File: config.mk
export PLATFORM = sky130hd
export DESIGN_NAME = seg_scan
export DESIGN_NICKNAME = d
export VERILOG_FILES = /design/src/rtl/seg_scan.sv
export SDC_FILE = /design/constraint.sdc
export NUM_CORES = 1
export LEC_CHECK = 0
export BUFFER_PORTS_ARGS = -buffer_cell sky130_fd_sc_hd__buf_4
export CORE_MARGIN = 2
export CORE_UTILIZATION = 58
export CTS_CLUSTER_DIAMETER = 30
export DETAILED_ROUTE_END_ITERATION = 16
export PLACE_DENSITY = 0.89
export RECOVER_POWER = 25
export SLEW_MARGIN = 20
export SYNTH_ARGS = -nofsm -noshare
export SYNTH_HDL_FRONTEND = slang
export SYNTH_SLANG_ARGS = --single-unit
File: constraint.sdc
create_clock -name clk -period 4.13 [get_ports clk]
set_input_delay 0.6195 -clock clk [delete_from_list [all_inputs] [get_ports clk]]
set_output_delay 0.6195 -clock clk [all_outputs]
set_load 0.01 [all_outputs]
File: src/rtl/seg_scan.sv
// seg_scan: four-digit multiplexed seven-segment driver for a common-anode
// display. Digits are snapshotted once per frame and scanned 0..3, with a
// blank gap before every digit so the anodes never overlap.
module seg_scan #(
  parameter int unsigned SCAN_DIV = 24000,
  parameter int unsigned GAP_CYC  = 24
) (
  input  logic        clk,
  input  logic        res,
  input  logic [15:0] digits,
  input  logic [3:0]  dp,
  input  logic        lz_blank,
  output logic [7:0]  seg,
  output logic [3:0]  sel,
  output logic        frame
);

  localparam int unsigned CNT_W = 16;
  localparam logic [CNT_W-1:0] GAP_LAST  = CNT_W'(GAP_CYC - 1);
  localparam logic [CNT_W-1:0] SCAN_LAST = CNT_W'(SCAN_DIV - 1);
  localparam logic [7:0] SEG_BLANK = 8'hFF;
  localparam logic [3:0] SEL_BLANK = 4'hF;

  typedef enum logic {
    GAP   = 1'b0,
    DRIVE = 1'b1
  } state_t;

  state_t           state;
  logic [CNT_W-1:0] cnt;
  logic [1:0]       idx;
  logic [15:0]      snap_digits;
  logic [3:0]       snap_dp;
  logic             snap_lz;

  logic        take_c;
  logic [15:0] eff_digits_c;
  logic [3:0]  eff_dp_c;
  logic        eff_lz_c;
  logic [3:0]  cur_v_c;
  logic        blank_c;
  logic [6:0]  glyph_c;
  logic [7:0]  drive_seg_c;
  logic [3:0]  drive_sel_c;
  logic        z3_c;
  logic        z2_c;
  logic        z1_c;

  // Snapshot strobe, and the snapshot as it will look after this edge so a
  // one-cycle gap still loads the freshly captured digit.
  always_comb begin
    take_c       = (state == GAP) && (idx == 2'd0) && (cnt == '0);
    eff_digits_c = take_c ? digits   : snap_digits;
    eff_dp_c     = take_c ? dp       : snap_dp;
    eff_lz_c     = take_c ? lz_blank : snap_lz;
  end

  // Select the current digit and work out leading-zero blanking.
  always_comb begin
    z3_c = (eff_digits_c[15:12] == 4'd0);
    z2_c = z3_c && (eff_digits_c[11:8] == 4'd0);
    z1_c = z2_c && (eff_digits_c[7:4]  == 4'd0);
    cur_v_c     = eff_digits_c[3:0];
    blank_c     = 1'b0;
    drive_sel_c = 4'b1110;
    case (idx)
      2'd0: begin
        cur_v_c     = eff_digits_c[3:0];
        blank_c     = 1'b0;
        drive_sel_c = 4'b1110;
      end
      2'd1: begin
        cur_v_c     = eff_digits_c[7:4];
        blank_c     = eff_lz_c && z1_c;
        drive_sel_c = 4'b1101;
      end
      2'd2: begin
        cur_v_c     = eff_digits_c[11:8];
        blank_c     = eff_lz_c && z2_c;
        drive_sel_c = 4'b1011;
      end
      default: begin
        cur_v_c     = eff_digits_c[15:12];
        blank_c     = eff_lz_c && z3_c;
        drive_sel_c = 4'b0111;
      end
    endcase
  end

  // Active-low {g..a} glyph; out-of-range values show a dash.
  always_comb begin
    glyph_c = 7'h3F;
    case (cur_v_c)
      4'd0:    glyph_c = 7'h40;
      4'd1:    glyph_c = 7'h79;
      4'd2:    glyph_c = 7'h24;
      4'd3:    glyph_c = 7'h30;
      4'd4:    glyph_c = 7'h19;
      4'd5:    glyph_c = 7'h12;
      4'd6:    glyph_c = 7'h02;
      4'd7:    glyph_c = 7'h78;
      4'd8:    glyph_c = 7'h00;
      4'd9:    glyph_c = 7'h10;
      default: glyph_c = 7'h3F;
    endcase
    drive_seg_c = {~eff_dp_c[idx], (blank_c ? 7'h7F : glyph_c)};
  end

  // Scan sequencer: gap/drive timing, digit index, snapshot and outputs.
  always_ff @(posedge clk or negedge res) begin
    if (!res) begin
      state       <= GAP;
      cnt         <= '0;
      idx         <= 2'd0;
      snap_digits <= 16'd0;
      snap_dp     <= 4'd0;
      snap_lz     <= 1'b0;
      seg         <= SEG_BLANK;
      sel         <= SEL_BLANK;
      frame       <= 1'b0;
    end else begin
      frame <= take_c;
      if (take_c) begin
        snap_digits <= digits;
        snap_dp     <= dp;
        snap_lz     <= lz_blank;
      end
      case (state)
        GAP: begin
          if (cnt == GAP_LAST) begin
            state <= DRIVE;
            cnt   <= '0;
            sel   <= drive_sel_c;
            seg   <= drive_seg_c;
          end else begin
            cnt <= cnt + CNT_W'(1);
            sel <= SEL_BLANK;
            seg <= SEG_BLANK;
          end
        end
        default: begin
          if (cnt == SCAN_LAST) begin
            state <= GAP;
            cnt   <= '0;
            idx   <= idx + 2'd1;
            sel   <= SEL_BLANK;
            seg   <= SEG_BLANK;
          end else begin
            cnt <= cnt + CNT_W'(1);
          end
        end
      endcase
    end
  end

endmodule

==> results.yml <==
clock_tree:
  cts_buffer_depth: 2
  post-cts-setup-buffers: 0
  clkTransAtPathRegs_ps: 90
  cts_sinks: 53
  cts-buffers-inserted: 5
  cts_tree: "yes"
  clock-root-buffer: "clkbuf_8"
  cts_resized: 0
  clock_latency_ps: 300
  htree_levels: 2
  hold_buffers: 0
synth:
  yosys-top-cells-count: "41 x dfrtp_1, 28 x nor2_1, 23 x nand2_1, 19 x mux2_2, 14 x nand3_1"
  synth_top_area_cell: "dfrtp_1"
  synthCells: 278
  yosysMostFrequentCell: "dfrtp_1"
  synth_area_leaders: "dfrtp_1 35%, dfstp_2 11%, mux2_2 7.4%"
  synth-seq-area-share: 0.462
  yosys_warnings: 0
  async_flop_share: 1.00
  ys_ff_latch: 53
  ys_types: 55
  synth-main-ff-cell: "dfrtp_1"
  synth_top_area_frac: 0.353
  syn-num-nets: 314
  avgSynthCellArea_um2: 10.5
  synth_edf_count: 0
  syn_area_um2: 2910
final_layout:
  fill_cells: 361
  drive_above_1_share: 0.285
  fin_nets: 347
  layoutNonFillerInstCount: 379
  fin_area_um2: 3320
  antenna_cells: 0
  area_growth_pct: 14.4
sta:
  max_freq_ghz: 0.270
  slew_headroom: -0.844
  clock_skew_ps: 9.04
  tightest_slew_ps: 2770
  fin_crit_sh: 0.895
  period_needed_ps: 3700
  slew_viol_final: 54
  finalSetupViolCount: 0
  hold_violations: 0
  tns_ps: 0
  rsz0062_at_grt: "false"
global_routing:
  grt_pass1_vias: 2113
  grt-busiest-layer: "met2"
  grt_util_met2: 0.370
  met1_usage: 0.341
  gr-total-overflow: 0
  grt_pass1_wl_um: 10100
  grt_usage: 0.235
  antenna_found_initial: 0
  use_met3: 0.0321
  grt_max_degree: 54
route:
  drtPass1Iterations: 5
  drtIter0Drc: 330
  drc: 0
  wl_um: 6120
  wl_per_cell_um: 16.2
  vias: 2250
  avgViaCountPerCell: 5.94
  ant_nets: 0
worst_hold_path:
  holdPathEnd: "sel[3]"
  hold_path.startpoint: "sel[3]"
  hp-class: "reg2reg"
  hold_depth: 2
run_status:
  violations: "max-capacitance violations, max-slew violations"
  status: "finished, violations left"
setup_path:
  worstPathMaxFanout: 27
  reg2regPathDepth: 11
  crit_type: "reg2reg"
  r2r-start: "idx[0]"
  rrSetupSlack_ps: 430
  worst_setup_path_start_kind: "flop"
  cp.arrival_ps: 3930
  worstSetupEndpointType: "flop"
  r2r-end: "seg[4]"
  worstPathRequired_ps: 4360
die:
  die_y_um: 74.8
  io_pins: 36
  initial_core_util: 0.607
  die_area_um2: 5590
  coreArea_um2: 4790
  rows: 25
  dieWidth_um: 74.8
placed_design:
  gp_congestion: 0.920
  place_area_um2: 3210
  dp.cells: 371
  portBuffers: 35
  dpl.hpwl_um: 4320
pwr:
  powerDensity_nw_per_um2: 299
  p_leak_uw: 0.00141
  ir_worst_vdd_v: 0.000218
job:
  maxCapViolations: 1
[worst max-delay path, stage by stage (launching register included)]
cell and delay [ps]:
dfrtp_1 460, inv_1 190, ha_1 410, nand4bb_1 410, nor2_8 500, o21ai_0 200
o41a_1 520, inv_1 130, ha_1 150, or3b_1 360, mux2i_1 190, a211oi_2 100
[per-layer routing]
layer	up-vias	share of wire
li1	1061	-
met1	1090	0.46
met2	87	0.47
met3	12	0.050
met4	0	0.014
met5	-	0
[through the flow]
stage | power, uW | setup slack [ps] | utilization | hold WS, ps
final | 993 | 432 | 0.694 | 509
after global routing | 1030 | 253 | 0.694 | 525
after CTS | 998 | 488 | 0.695 | 366
after detailed placement | 645 | 557 | 0.671 | 492
after global placement | 642 | 792 | 0.671 | 485
after floorplan | 596 | 1170 | - | 324
[power by group]
part	total, uW	switching [uW]	internal, uW
registers	550	9.77	540
clock network	358	160	198
logic	85.2	42.9	42.3
[cells by family after synthesis]
family | synth area share
AND/OR/NAND/NOR | 0.202
XOR/XNOR | 0.0392
flip-flops | 0.462
buffers and inverters | 0.0310
multiplexers | 0.0943
adder cells (fa/ha/maj) | 0.0560
AO/OA/AOI/OAI | 0.116
[cells in the final DEF (no fill, tap or decap), types with 9 or more instances in the layout]
master    n
inv_1     9
nand2_1  23
nor2_1   28
ha_1     13
dfstp_2  12
a21oi_1  11
buf_4    36
mux2_2   19
o21ai_0  13
dfrtp_1  41
nand3_1  14
[how the worst max path moves through the flow]
stage | from | to | cells past startpoint
2_1_floorplan | idx[0] | seg[4] | 13
3_3_place_gp | idx[0] | seg[4] | 11
3_5_place_dp | idx[0] | seg[4] | 11
4_1_cts | idx[0] | seg[4] | 11
5_1_grt | idx[0] | seg[4] | 11
6_report | idx[0] | seg[4] | 11
[area by class of cell]
cell class / count / area, um2 / area share
tap: 67 / 83.8 / 0.0252
inverter: 9 / 33.8 / 0.0102
clock inverter: 1 / 30.0 / 0.00904
clock buffer: 7 / 86.3 / 0.0260
multi-input combinational: 205 / 1470 / 0.444
sequential: 53 / 1340 / 0.404
timing repair buffer: 37 / 274 / 0.0825
[registers in the layout, indices dropped and copies added (netlist names), 2 cells and up]
name and flops:
idx 2, snap_digits 16, snap_dp 4, sel 4, seg 8, cnt 16
Power figures use the tool's default switching activity.
